**src/rtl/npx_frame_sequencer.sv**
```systemverilog
// Streams one frame (a single lit ball pixel over a background) into a NeoPixel
// controller's pixel registers, fires the send, and waits for the strand to latch.
module npx_frame_sequencer #(
  parameter int NUM_NPX = 17,
  parameter int PW      = $clog2(NUM_NPX)
) (
  input  logic          CLOCK_50,
  input  logic          reset,
  input  logic          update,
  input  logic [PW-1:0] ball_pos,
  input  logic [23:0]   ball_rgb,
  input  logic [23:0]   bg_rgb,
  input  logic          npx_ready,
  output logic          npx_load,
  output logic [PW-1:0] npx_pixel,
  output logic [7:0]    npx_red,
  output logic [7:0]    npx_green,
  output logic [7:0]    npx_blue,
  output logic          npx_go,
  output logic          busy,
  output logic          frame_done
);

  typedef enum logic [2:0] {
    IDLE, WAIT_RDY, LOAD, FIRE, WAIT_LOW, WAIT_DONE
  } state_t;

  localparam logic [PW-1:0] LAST = PW'(NUM_NPX - 1);

  state_t        state;
  logic [PW-1:0] cnt;
  logic          pending;
  logic [PW-1:0] snap_pos;
  logic [23:0]   snap_ball;
  logic [23:0]   snap_bg;
  logic [23:0]   pix_rgb;

  always_ff @(posedge CLOCK_50) begin
    if (reset) begin
      state      <= IDLE;
      cnt        <= '0;
      pending    <= 1'b0;
      snap_pos   <= '0;
      snap_ball  <= '0;
      snap_bg    <= '0;
      frame_done <= 1'b0;
    end else begin
      frame_done <= 1'b0;
      // Requests arriving mid-frame collapse into a single follow-up frame.
      if (state != IDLE && update) pending <= 1'b1;
      case (state)
        IDLE: if (update || pending) begin
          snap_pos  <= ball_pos;
          snap_ball <= ball_rgb;
          snap_bg   <= bg_rgb;
          pending   <= 1'b0;
          state     <= WAIT_RDY;
        end
        WAIT_RDY: if (npx_ready) begin
          cnt   <= '0;
          state <= LOAD;
        end
        LOAD: if (npx_ready) begin
          if (cnt == LAST) state <= FIRE;
          else             cnt   <= cnt + 1'b1;
        end
        FIRE:      state <= WAIT_LOW;
        WAIT_LOW:  if (!npx_ready) state <= WAIT_DONE;
        WAIT_DONE: if (npx_ready) begin
          frame_done <= 1'b1;
          state      <= IDLE;
        end
        default:   state <= IDLE;
      endcase
    end
  end

  // Outputs depend only on registers; a pixel stalled by npx_ready=0 simply
  // stays on the bus until the controller takes it.
  assign npx_load  = (state == LOAD);
  assign npx_go    = (state == FIRE);
  assign busy      = (state != IDLE);
  assign npx_pixel = npx_load ? cnt : '0;
  assign pix_rgb   = !npx_load ? 24'd0 : ((cnt == snap_pos) ? snap_ball : snap_bg);
  assign npx_red   = pix_rgb[23:16];
  assign npx_green = pix_rgb[15:8];
  assign npx_blue  = pix_rgb[7:0];

endmodule

```
**config.mk**
```make
export PLATFORM = sky130hd
export DESIGN_NAME = npx_frame_sequencer
export DESIGN_NICKNAME = d
export VERILOG_FILES = /design/src/rtl/npx_frame_sequencer.sv
export SDC_FILE = /design/constraint.sdc
export NUM_CORES = 1
export LEC_CHECK = 0
export BUFFER_PORTS_ARGS = -buffer_cell sky130_fd_sc_hd__buf_2
export CORE_AREA = 3 3 77 79
export DETAILED_ROUTE_END_ITERATION = 10
export DIE_AREA = 0 0 80 82
export PLACE_DENSITY = 0.9
export SYNTH_ARGS = -nofsm -noshare
export SYNTH_HDL_FRONTEND = slang
export SYNTH_SLANG_ARGS = --single-unit
```
**constraint.sdc**
```tcl
create_clock -name CLOCK_50 -period 4.3 [get_ports CLOCK_50]
set_input_delay 0.43 -clock CLOCK_50 [delete_from_list [all_inputs] [get_ports CLOCK_50]]
set_output_delay 0.43 -clock CLOCK_50 [all_outputs]
set_load 0.03 [all_outputs]
```
=== Word-level counts from Yosys, hierarchy flattened ===
Cells that the tools add are included.

* Register bits after elaboration: 63
* Bits in latches: 0
* Memory bits (writable): 0
* Bits in read-only memories: 0
* Input port bits: 57
* Output and inout port bits: 33
* Word-level logic and storage cells: 50
* Memories: 0

* Add/subtract/negate cells: 1
* Multipliers: 0
* Div/mod/pow operators: 0
* $lt $le $gt $ge: 0
* Eq/ne operators: 14
* Shift-type cells: 0
* Muxes and demuxes: 18
* Bitwise gates (word level): 1
* Reductions and logical operators: 9

{| class="wikitable"
|+ Operators with widths
! kind !! number
|-
| $mux 24 || 2
|-
| $mux 5 || 4
|-
| $mux 3 || 6
|-
| $pmux 3 s6 || 1
|-
| $ne 2x2->1 const B || 6
|-
| $pmux 5 s2 || 1
|-
| $eq 3x2->1 const B || 2
|-
| $eq 3x3->1 const B || 2
|-
| $reduce_and 6->1 || 1
|-
| $add 5x1->5 const B || 1
|-
| $eq 5x5->1 || 1
|-
| $eq 5x5->1 const B || 1
|-
| $mux 1 || 4
|-
| $reduce_and 4->1 || 1
|-
| $eq 3x1->1 const B || 1
|-
| $logic_not 3->1 || 1
|-
| $reduce_bool 3->1 || 1
|-
| $ne 2x1->1 const B || 1
|-
| $reduce_and 2->1 || 1
|-
| $reduce_bool 2->1 || 1
|-
| $reduce_or 2->1 || 1
|-
| $logic_and 1x1->1 || 1
|-
| $logic_or 1x1->1 || 1
|-
| $not 1->1 || 1
|}

=== Logic depth before layout (Yosys ltp) ===
Gate-level depths: netlist of run 1.

* Word-level depth: 5
* Depth in mapped cells: 7
* Gate-level depth less buffers: 6

=== Worst setup path before layout of run 1 ===
Ideal clock, no wire load.

* Kind: register to output
* Start: reg cnt[2]
* End: out npx_blue[3]
* Arrival: 1.750 ns
* Required time: 3.870 ns
* Path slack: 2.120 ns
* Stages on the path, launching flop included: 7
* Path buffers: 2
* Cell sequence: dfxtp_1 > xnor2_1 > and3_1 > clkbuf_1 > clkbuf_1 > nand3_1 > a21oi_1

* Cells in the longest elaborated chain, start to end: 3

{| class="wikitable"
|+ Ends and longest elaborated chain
! what !! RTL line !! source
|-
| start, declared || 31 || <nowiki>logic [PW-1:0] cnt;</nowiki>
|-
| start signal, assigned || 65 || <nowiki>else cnt <= cnt + 1'b1;</nowiki>
|-
| $eq 5x5->1 || 84 || <nowiki>assign pix_rgb = !npx_load ? 24'd0 : ((cnt == snap_pos) ? snap_ball : snap_bg);</nowiki>
|-
| $mux 24 (2 in a row) || 84 ||
|-
| end, declared || 18 || <nowiki>output logic [7:0] npx_blue,</nowiki>
|}

Every way passes these cells.

=== Worst setup path after layout of run 1 ===
* Start: reg cnt[2]
* End: out npx_red[4]

* Cells in the longest elaborated chain, start to end: 3

{| class="wikitable"
|+ Ends and longest elaborated chain
! what !! RTL line !! source
|-
| $eq 5x5->1 || 84 ||
|-
| $mux 24 (2 in a row) || 84 ||
|-
| end, declared || 16 || <nowiki>output logic [7:0] npx_red,</nowiki>
|}

Every way passes these cells.

==> flow_metrics.py, run 1 <==
metrics = {
    "clock_tree": {
        "root_buffer": "clkbuf_8",
        "cts_resized": 0,
        "cts.htree.levels": 3,
        "clkTransAtPathRegs_ps": 80,
        "cts_made_buffers": 9,
        "cts_hold_buf": 0,
        "clock_latency_ps": 340,
        "ctsLongestPathBuffers": 2,
        "postCtsSetupBuffers": 0,
        "cts_tree": "built",
        "cts.sinks": 63,
    },
    "yosys": {
        "syn-cell-area_sq_um": 2820,
        "synth-seq-cells": 63,
        "synth_fp_nets": 449,
        "ys_seq_area_share_pct": 44.8,
        "synth_cell_types": 28,
        "netlist_instances": 390,
        "avgSynthCellArea_sq_um": 7.22,
        "synth_warnings": 0,
    },
    "routing": {
        "vias_per_cell": 5.46,
        "remaining_drc_errors": 0,
        "wl_met2_microns": 3660,
        "wl_met1_microns": 3140,
        "wl_met3_microns": 421,
        "vias": 2925,
        "ant_nets": 0,
        "firstDrtPassIters": 4,
        "wl_per_cell_microns": 13.7,
        "drt-total-wl_microns": 7350,
        "dr.first_iter.drc_count": 215,
        "topRoutingLayerUsed": "met4",
    },
    "final_layout": {
        "final_cells": 536,
        "area_delta_synth_final_pct": 23.9,
        "final_common_cell": "nand2_1",
        "regArea_sq_um": 1260,
        "fill_cells": 488,
        "antennaDiodeCount": 0,
        "multi_input_area_sq_um": 1420,
        "mostFrequentLayoutCells": "nand2_1 (111), buf_2 (89), a21oi_1 (81)",
        "post-route-cell-area_sq_um": 3490,
        "drive_gt1_share_pct": 24.4,
        "nets": 518,
    },
    "worst_hold_path": {
        "hp-class": "in2reg",
    },
    "global_route": {
        "grt_pass1_wl_microns": 11800,
        "grt_overflow": 0,
        "grt.total_usage_pct": 22.8,
        "grt_max_degree": 64,
        "grt_pass1_vias": 2706,
        "antenna_found_initial": 0,
    },
    "place": {
        "place_ws_ps": 1940,
        "dp_hpwl_microns": 4740,
        "place_congestion": 0.843,
        "dpl_cell_area_sq_um": 3250,
        "dp_cells": 520,
        "io_buffers": 89,
    },
    "power_and_ir_drop": {
        "power_mw": 1.55,
        "p_per_area_nw_per_um2": 444,
        "power_leakage_nw": 1.44,
        "vdd_drop_max_uv": 258,
    },
    "floorplan": {
        "coreArea_sq_um": 5410,
        "num_io_pins": 90,
        "start_util_pct": 52.1,
        "rows": 27,
        "die_h_microns": 82,
        "dieArea_sq_um": 6560,
        "die_w_microns": 80,
    },
    "sta": {
        "tightest_slew_ps": 1110,
        "setup-tns-final_ps": 0,
        "setup_ws_ps": 1470,
        "min_period_ps": 2830,
        "finalHoldViolCount": 0,
        "setup_viol": 0,
        "fin_crit_sh_pct": 65.8,
        "max_slew_margin_pct": 26.2,
        "finClkSkew_ps": 8.20,
        "fmax_mhz": 353,
        "drv_slew": 0,
        "grt_setup_unrepaired": "false",
    },
    "worst_setup_path": {
        "critical_path_class": "reg2out",
        "start_kind": "flop",
        "critPathArrivalTime_ps": 2400,
        "end_kind": "output port",
        "required_ps": 3870,
        "worst-path-max-fanout": 24,
    },
    "outcome": {
        "status": "completed",
    },
    "flow_run": {
        "cap_violations": 0,
    },
}
-- sequential cells by signal (all words and copies together) (netlist names) --
name	count
frame_done	1
pending	1
snap_bg	24
snap_pos	5
cnt	5
snap_ball	24
state	3
-- worst max-delay path: stages (launching register included) --
cell,delay (ps)
dfxtp_1,420
xnor2_1,170
and3_1,780
nand3_1,200
a21oi_1,240
buf_2,250
-- final cells by class --
cell class,instances,share of cell area (%)
multi-input cells,290,40.8
clock inverters,7,3.48
well taps,72,2.58
inverters,5,0.538
clock buffers,9,3.55
flip-flops and latches,63,36.1
repair buffers,90,13.0
-- synthesized netlist by cell type (all sizes together) --
| cell | number | share of area (%) |
|---|---|---|
| mux2i | 1 | 0.36 |
| a31oi | 3 | 1.2 |
| clkbuf | 22 | 2.9 |
| nor3 | 3 | 0.53 |
| ha | 2 | 0.89 |
| nor2 | 11 | 1.5 |
| or3b | 1 | 0.31 |
| or4 | 1 | 0.27 |
| and4bb | 1 | 0.44 |
| nand3 | 30 | 5.3 |
| xnor2 | 5 | 1.6 |
| buf | 10 | 1.8 |
| nand4bb | 1 | 0.40 |
| o21ai | 28 | 5.0 |
| a21oi | 81 | 14 |
| nand2 | 111 | 15 |
| and2 | 5 | 1.1 |
| and3 | 2 | 0.44 |
| mux2 | 2 | 0.80 |
| dfxtp | 63 | 45 |
| inv | 5 | 0.67 |
| nand3b | 1 | 0.27 |
| nor4b | 1 | 0.31 |
-- through the flow --
| stage | util, % | hold slack, ps |
|---|---|---|
| 2_1_floorplan | - | 433 |
| 3_3_place_gp | 60.0 | 439 |
| 3_5_place_dp | 60.0 | 444 |
| 4_1_cts | 64.6 | 311 |
| 5_1_grt | 64.6 | 304 |
| 6_report | 64.6 | 314 |
-- final timing paths --
check	startpoint	end	slack, ps	cells after the start
min	ball_rgb[10]	snap_ball[10]	310	3
max	cnt[2]	npx_red[4]	1470	5
max reg2reg	state[1]	cnt[3]	1910	5
min reg2reg	snap_bg[5]	snap_bg[5]	460	2
-- routing by layer --
layer / global-route usage (%) / vias to the layer above
li1: - / 1443
met1: 28.4 / 1361
met2: 38.6 / 106
met3: 3.51 / 15
met4: 11.0 / 0
met5: 0 / -
-- power breakdown --
group / total, mW / internal, mW / switching [mW]
combinational: 0.261 / 0.0795 / 0.181
clock: 0.631 / 0.387 / 0.244
sequential: 0.658 / 0.630 / 0.0275
-- cell families (layout without fill, tap and decap cells) --
kind of cell    after synthesis  count (layout)  synth area share (%)
simple gates                168             168                  25.7
compound gates              112             112                  20.6
flops                        63              63                  44.8
buf+inv                      37             111                  5.38
xor+xnor                      5               5                  1.55
mux                           3               3                  1.15
fa+ha+maj                     2               2                 0.888
Note: power is estimated with default switching activity, not from simulation.
==> inputs of run 2 (changes only) <==
ABC_AREA = 1   (was not set)
CORE_AREA = 3 3 85 87   (was 3 3 77 79)
DIE_AREA = 0 0 88 90   (was 0 0 80 82)
PLACE_DENSITY = 0.83   (was 0.9)
clock period = 2.5 ns   (was 4.3 ns; I/O delays follow)
==> run 2 against run 1 <==
Clock skew shrank 2.4 ps. Routed wire length grew 10%. Critical endpoint is now npx_green[2]. Largest cell class unchanged. Design area grew 6.6%. Clock-buffer cell count is the same. Flip-flop and latch count is the same. Sequential power grew 140%. Critical path depth grew 4. Register-to-register slack lost 1300 ps. First-iteration DRC count shrank 14%. Final cell count grew 15%. Setup slack lost 1300 ps. Hold slack lost 170 ps.
==> flow_metrics.py, run 2 <==
metrics = {
    "yosys": {
        "synthTopCellsByArea": "dfxtp_1 (41%), o21ai_1 (9.2%), nor2_1 (8.9%)",
        "synth_top_area_share_pct": 41.2,
        "syn-cell-area_sq_um": 3060,
        "synth_common_cells": "nor2_1 (73), inv_1 (64), dfxtp_1 (63)",
        "synth_fp_nets": 511,
        "synth_edf_count": 0,
        "ys_seq_area_share_pct": 41.2,
        "yosysTopAreaCell": "dfxtp_1",
        "avgSynthCellArea_sq_um": 6.77,
        "netlist_instances": 452,
        "yosysMostFrequentCell": "nor2_1",
        "synth_warnings": 0,
        "async_reset_ff_share_pct": 0,
        "synth_ff_type": "dfxtp_1",
        "synth-seq-cells": 63,
        "synth_cell_types": 28,
    },
    "clock_tree": {
        "ctsLongestPathBuffers": 2,
        "clock_latency_ps": 330,
        "cts_tree": "built",
        "cts.htree.levels": 3,
        "cts_made_buffers": 9,
        "clkTransAtPathRegs_ps": 70,
        "cts.sinks": 63,
        "root_buffer": "clkbuf_8",
    },
    "sta": {
        "finClkSkew_ps": 5.84,
        "min_period_ps": 2300,
        "setup-tns-final_ps": 0,
        "finalHoldViolCount": 0,
        "drv_slew": 0,
        "setup_viol": 0,
        "tightest_slew_ps": 486,
        "grt_setup_unrepaired": "false",
        "setup_ws_ps": 202,
        "fmax_mhz": 435,
        "fin_crit_sh_pct": 91.9,
        "max_slew_margin_pct": 67.5,
    },
    "final_layout": {
        "area_delta_synth_final_pct": 21.5,
        "reg_top3": "snap_ball (24), snap_bg (24)",
        "mostFrequentLayoutCells": "buf_2 (89), nor2_1 (73), inv_1 (64)",
        "drive_gt1_share_pct": 23.8,
        "nets": 592,
        "antennaDiodeCount": 0,
        "post-route-cell-area_sq_um": 3720,
        "final_common_cell": "buf_2",
        "fill_cells": 630,
    },
    "worst_setup_path": {
        "worst-path-max-fanout": 12,
        "r2r-end": "cnt[3]",
        "critPathArrivalTime_ps": 2050,
        "critical_path_class": "reg2out",
        "end_kind": "output port",
        "start_kind": "flop",
        "required_ps": 2250,
        "rr_worst_depth": 8,
        "reg2reg_from": "state[2]",
        "ff2ff_setup_slack_ps": 600,
    },
    "global_route": {
        "grt_max_degree": 107,
        "grt_pass1_vias": 3008,
        "grt.total_usage_pct": 20.1,
        "grt_pass1_wl_microns": 13000,
        "grt_overflow": 0,
        "antenna_found_initial": 0,
    },
    "floorplan": {
        "die_h_microns": 90,
        "num_io_pins": 90,
        "die_w_microns": 88,
        "coreArea_sq_um": 6420,
        "start_util_pct": 47.7,
        "rows": 29,
        "dieArea_sq_um": 7920,
    },
    "routing": {
        "vias_per_cell": 5.16,
        "firstDrtPassIters": 4,
        "remaining_drc_errors": 0,
        "drt-total-wl_microns": 8090,
        "wl_per_cell_microns": 13.2,
        "dr.first_iter.drc_count": 184,
        "vias": 3171,
        "ant_nets": 0,
    },
    "place": {
        "dpl_cell_area_sq_um": 3530,
        "dp_hpwl_microns": 5450,
        "place_congestion": 0.840,
        "place_ws_ps": 514,
        "io_buffers": 89,
    },
    "power_and_ir_drop": {
        "power_leakage_nw": 1.71,
        "p_per_area_nw_per_um2": 1410,
        "power_mw": 5.25,
        "vdd_drop_max_uv": 830,
    },
    "flow_run": {
        "cap_violations": 0,
    },
    "worst_hold_path": {
        "holdPathEnd": "cnt[2]",
        "hp-class": "in2reg",
        "holdPathStages": 2,
        "hold_start": "reset",
    },
    "outcome": {
        "status": "completed",
    },
}
## run 2: changes by cell type after synthesis, moves of 4 or more
cell and delta:
a21oi_1 -27, o21ai_0 -26, buf_2 +4, clkbuf_1 -8, nand4_1 +25, o21ai_1 +55, nand2_1 -55, xnor2_1 -5
inv_2 +6, nand3_1 -21, and2_1 -5, inv_1 +60, nor2_1 +62
## run 2: through the flow
| step | std cells | utilization, % | hold WS [ps] |
|---|---|---|---|
| 3_5_place_dp | 596 | 55.0 | 439 |
| 5_1_grt | 615 | 57.9 | 139 |
| 3_3_place_gp | 596 | 55.0 | 433 |
| 4_1_cts | 612 | 57.5 | 140 |
| 2_1_floorplan | 452 | - | 319 |
| 6_report | 615 | 57.9 | 149 |
## run 2: how the worst max path moves through the flow
| stage | to | startpoint | cells after the start |
|---|---|---|---|
| after floorplan | npx_green[6] | state[2] | 7 |
| after global placement | npx_red[7] | cnt[1] | 9 |
| after detailed placement | npx_red[3] | cnt[3] | 9 |
| after CTS | npx_red[3] | cnt[1] | 9 |
| after global routing | npx_green[2] | cnt[3] | 9 |
| final | npx_green[2] | cnt[3] | 9 |
## run 2: repair_timing
| item | in CTS | in global routing |
|---|---|---|
| setup buffers | 0 | 2 |
| gates resized for setup | 0 | 1 |
| hold buffers | 0 | 0 |
| setup endpoints to repair | 0 | 20 |
## run 2: power by group
part           switching (mW)  internal [mW]
Clock                   0.397          0.350
Sequential              0.208           1.37
Combinational            2.01          0.909
Total                    2.62           2.63
## run 2: cell families after synthesis
| kind of cell | count (synthesis) | share of synthesized area [%] |
|---|---|---|
| DFF | 63 | 41.2 |
| and+or+nand+nor | 171 | 24.5 |
| xor gates and xnor gates | 3 | 1.10 |
| adders and majority gates | 2 | 0.817 |
| AOI/OAI and AO/OA | 114 | 19.2 |
| buffers and inverters | 99 | 13.2 |
## run 2: final cells by class
class / count / area, sq um / share of cell area (%)
inverters: 71 / 267 / 7.16
well taps: 77 / 96.3 / 2.59
multi-input cells: 291 / 1420 / 38.0
clock inverters: 7 / 40.0 / 1.08
flip-flops and latches: 63 / 1260 / 33.9
repair buffers: 97 / 518 / 13.9
clock buffers: 9 / 124 / 3.33
## run 2: layer usage
layer  vias up  track usage (%)  part of all wire (%)
li1       1622                -                     -
met1      1435             24.9                    44
met2       101             34.0                    49
met3        13             3.29                   5.4
met4         0             7.93                   1.5
met5         -                0                     0
## run 2: critical path, cell delays in order (launching register included)
cell and delay (ps):
dfxtp_1 430, inv_1 110, nand2_1 70, nand2_1 80, inv_1 60, nand3b_1 190
nor2_4 380, nor2_1 70, nor2_1 110, buf_2 210
==> inputs of run 3 (changes only) <==
BUFFER_PORTS_ARGS = not set   (was -buffer_cell sky130_fd_sc_hd__buf_2)
CAP_MARGIN = 20   (was not set)
CORE_AREA = 3 3 78 80   (was 3 3 85 87)
DIE_AREA = 0 0 81 83   (was 0 0 88 90)
DONT_BUFFER_PORTS = 1   (was not set)
PLACE_DENSITY = 0.81   (was 0.83)
==> run 3 against run 2 <==
Critical path type unchanged. Sequential power barely moved. Clock power grew 16%. Critical path depth did not move. First-iteration DRC count rose by 6.0%. Design area fell by 6.7%. Total power is essentially flat. Routed wire length is 7.1% lower. Fmax shrank 2.2%.
==> flow_metrics.py, run 3 (synthesis gave the netlist of run 2 again) <==
metrics = {
    "outcome": {
        "status": "completed",
    },
    "place": {
        "io_buffers": 0,
        "dpl_cell_area_sq_um": 3270,
        "place_ws_ps": 533,
        "dp_hpwl_microns": 5170,
        "dp_cells": 528,
        "place_congestion": 0.801,
    },
    "final_layout": {
        "area_delta_synth_final_pct": 13.4,
        "fill_cells": 492,
        "drive_gt1_share_pct": 12.8,
        "antennaDiodeCount": 0,
        "regArea_sq_um": 1260,
        "fin_util_pct": 63.4,
        "final_cells": 542,
        "final_common_cell": "nor2_1",
        "mostFrequentLayoutCells": "nor2_1 (73), inv_1 (64), dfxtp_1 (61)",
        "nets": 527,
        "post-route-cell-area_sq_um": 3470,
        "reg_top3": "snap_ball (24), snap_bg (24)",
        "multi_input_area_sq_um": 1400,
    },
    "routing": {
        "remaining_drc_errors": 0,
        "vias": 2926,
        "wl_per_cell_microns": 13.9,
        "drt-total-wl_microns": 7510,
        "ant_nets": 0,
        "dr.first_iter.drc_count": 195,
        "vias_per_cell": 5.40,
        "firstDrtPassIters": 5,
    },
    "sta": {
        "fin_crit_sh_pct": 94.0,
        "drv_slew": 0,
        "grt_setup_unrepaired": "false",
        "fmax_mhz": 426,
        "min_period_ps": 2350,
        "setup_viol": 0,
        "setup-tns-final_ps": 0,
        "finClkSkew_ps": 5.52,
        "setup_ws_ps": 151,
        "holdWs_ps": 73.0,
        "max_slew_margin_pct": 49.0,
        "finalHoldViolCount": 0,
        "tightest_slew_ps": 764,
    },
    "global_route": {
        "grt_overflow": 0,
        "grt_pass1_wl_microns": 12400,
        "grt_pass1_vias": 2727,
        "antenna_found_initial": 0,
        "grt.total_usage_pct": 23.1,
        "grt_max_degree": 49,
    },
    "worst_hold_path": {
        "hp-class": "in2reg",
    },
    "floorplan": {
        "dieArea_sq_um": 6720,
        "num_io_pins": 90,
        "start_util_pct": 55.9,
        "die_w_microns": 81,
        "die_h_microns": 83,
        "coreArea_sq_um": 5470,
        "rows": 27,
    },
    "power_and_ir_drop": {
        "power_mw": 5.25,
        "vdd_drop_max_uv": 885,
        "power_leakage_nw": 1.46,
        "p_per_area_nw_per_um2": 1510,
    },
    "worst_setup_path": {
        "critPathArrivalTime_ps": 2100,
        "start_kind": "flop",
        "critical_path_class": "reg2out",
        "required_ps": 2250,
        "end_kind": "output port",
        "ff2ff_setup_slack_ps": 540,
        "worst-path-max-fanout": 24,
    },
    "clock_tree": {
        "root_buffer": "clkbuf_8",
        "clock_latency_ps": 330,
        "cts.htree.levels": 3,
        "ctsLongestPathBuffers": 2,
        "cts.sinks": 63,
        "clkTransAtPathRegs_ps": 60,
        "cts_tree": "built",
        "cts_made_buffers": 9,
    },
    "flow_run": {
        "cap_violations": 0,
    },
}
## run 3: changes by cell type in the layout (fill, tap and decap cells not counted), moves of 2 or more
cell and change:
buf_2 -89, buf_4 +24, clkbuf_8 +2, clkinv_2 -5, clkinvlp_4 -2, dfxtp_1 -2
dfxtp_2 +2
## run 3: area by class of cell
type | instances | area share, %
clock inverter | 1 | 0.865
inverter | 71 | 7.68
sequential | 63 | 36.4
timing repair buffer | 33 | 7.57
tap | 72 | 2.59
clock buffer | 12 | 4.47
multi-input combinational | 290 | 40.4
## run 3: power by group
group          total [mW]  internal (mW)  switching [mW]
Clock               0.864          0.499           0.365
Sequential           1.57           1.37           0.199
Combinational        2.81          0.894            1.92
Total                5.25           2.77            2.48
## run 3: final timing paths
path,start,cells after the start,endpoint
min reg2reg,snap_bg[1],2,snap_bg[1]
max,cnt[1],9,npx_blue[2]
max reg2reg,state[2],8,cnt[4]
min,npx_ready,2,frame_done
## run 3: timing repair
action | 4_1_cts | 5_1_grt
hold endpoints to repair | 3 | 0
endpoints found under the setup margin | 0 | 8
setup buffers | 0 | 0
hold buffers | 1 | 0
gates resized for setup | 0 | 2
## run 3: metal layers
layer	vias to the layer above	GRT usage (%)	wire length, microns
met5	-	0	0
met4	0	9.52	178
met3	19	5.10	553
met2	113	35.3	3300
met1	1303	31.0	3490
li1	1491	-	-
## run 3: worst max-delay path, cell delays in order (launching register included)
cell and delay, ps:
dfxtp_1 420, inv_2 70, nand2_1 60, nand2_1 90
a21oi_4 140, inv_2 60, nor2_4 480, nor2_1 80
nor2_1 180, buf_4 190
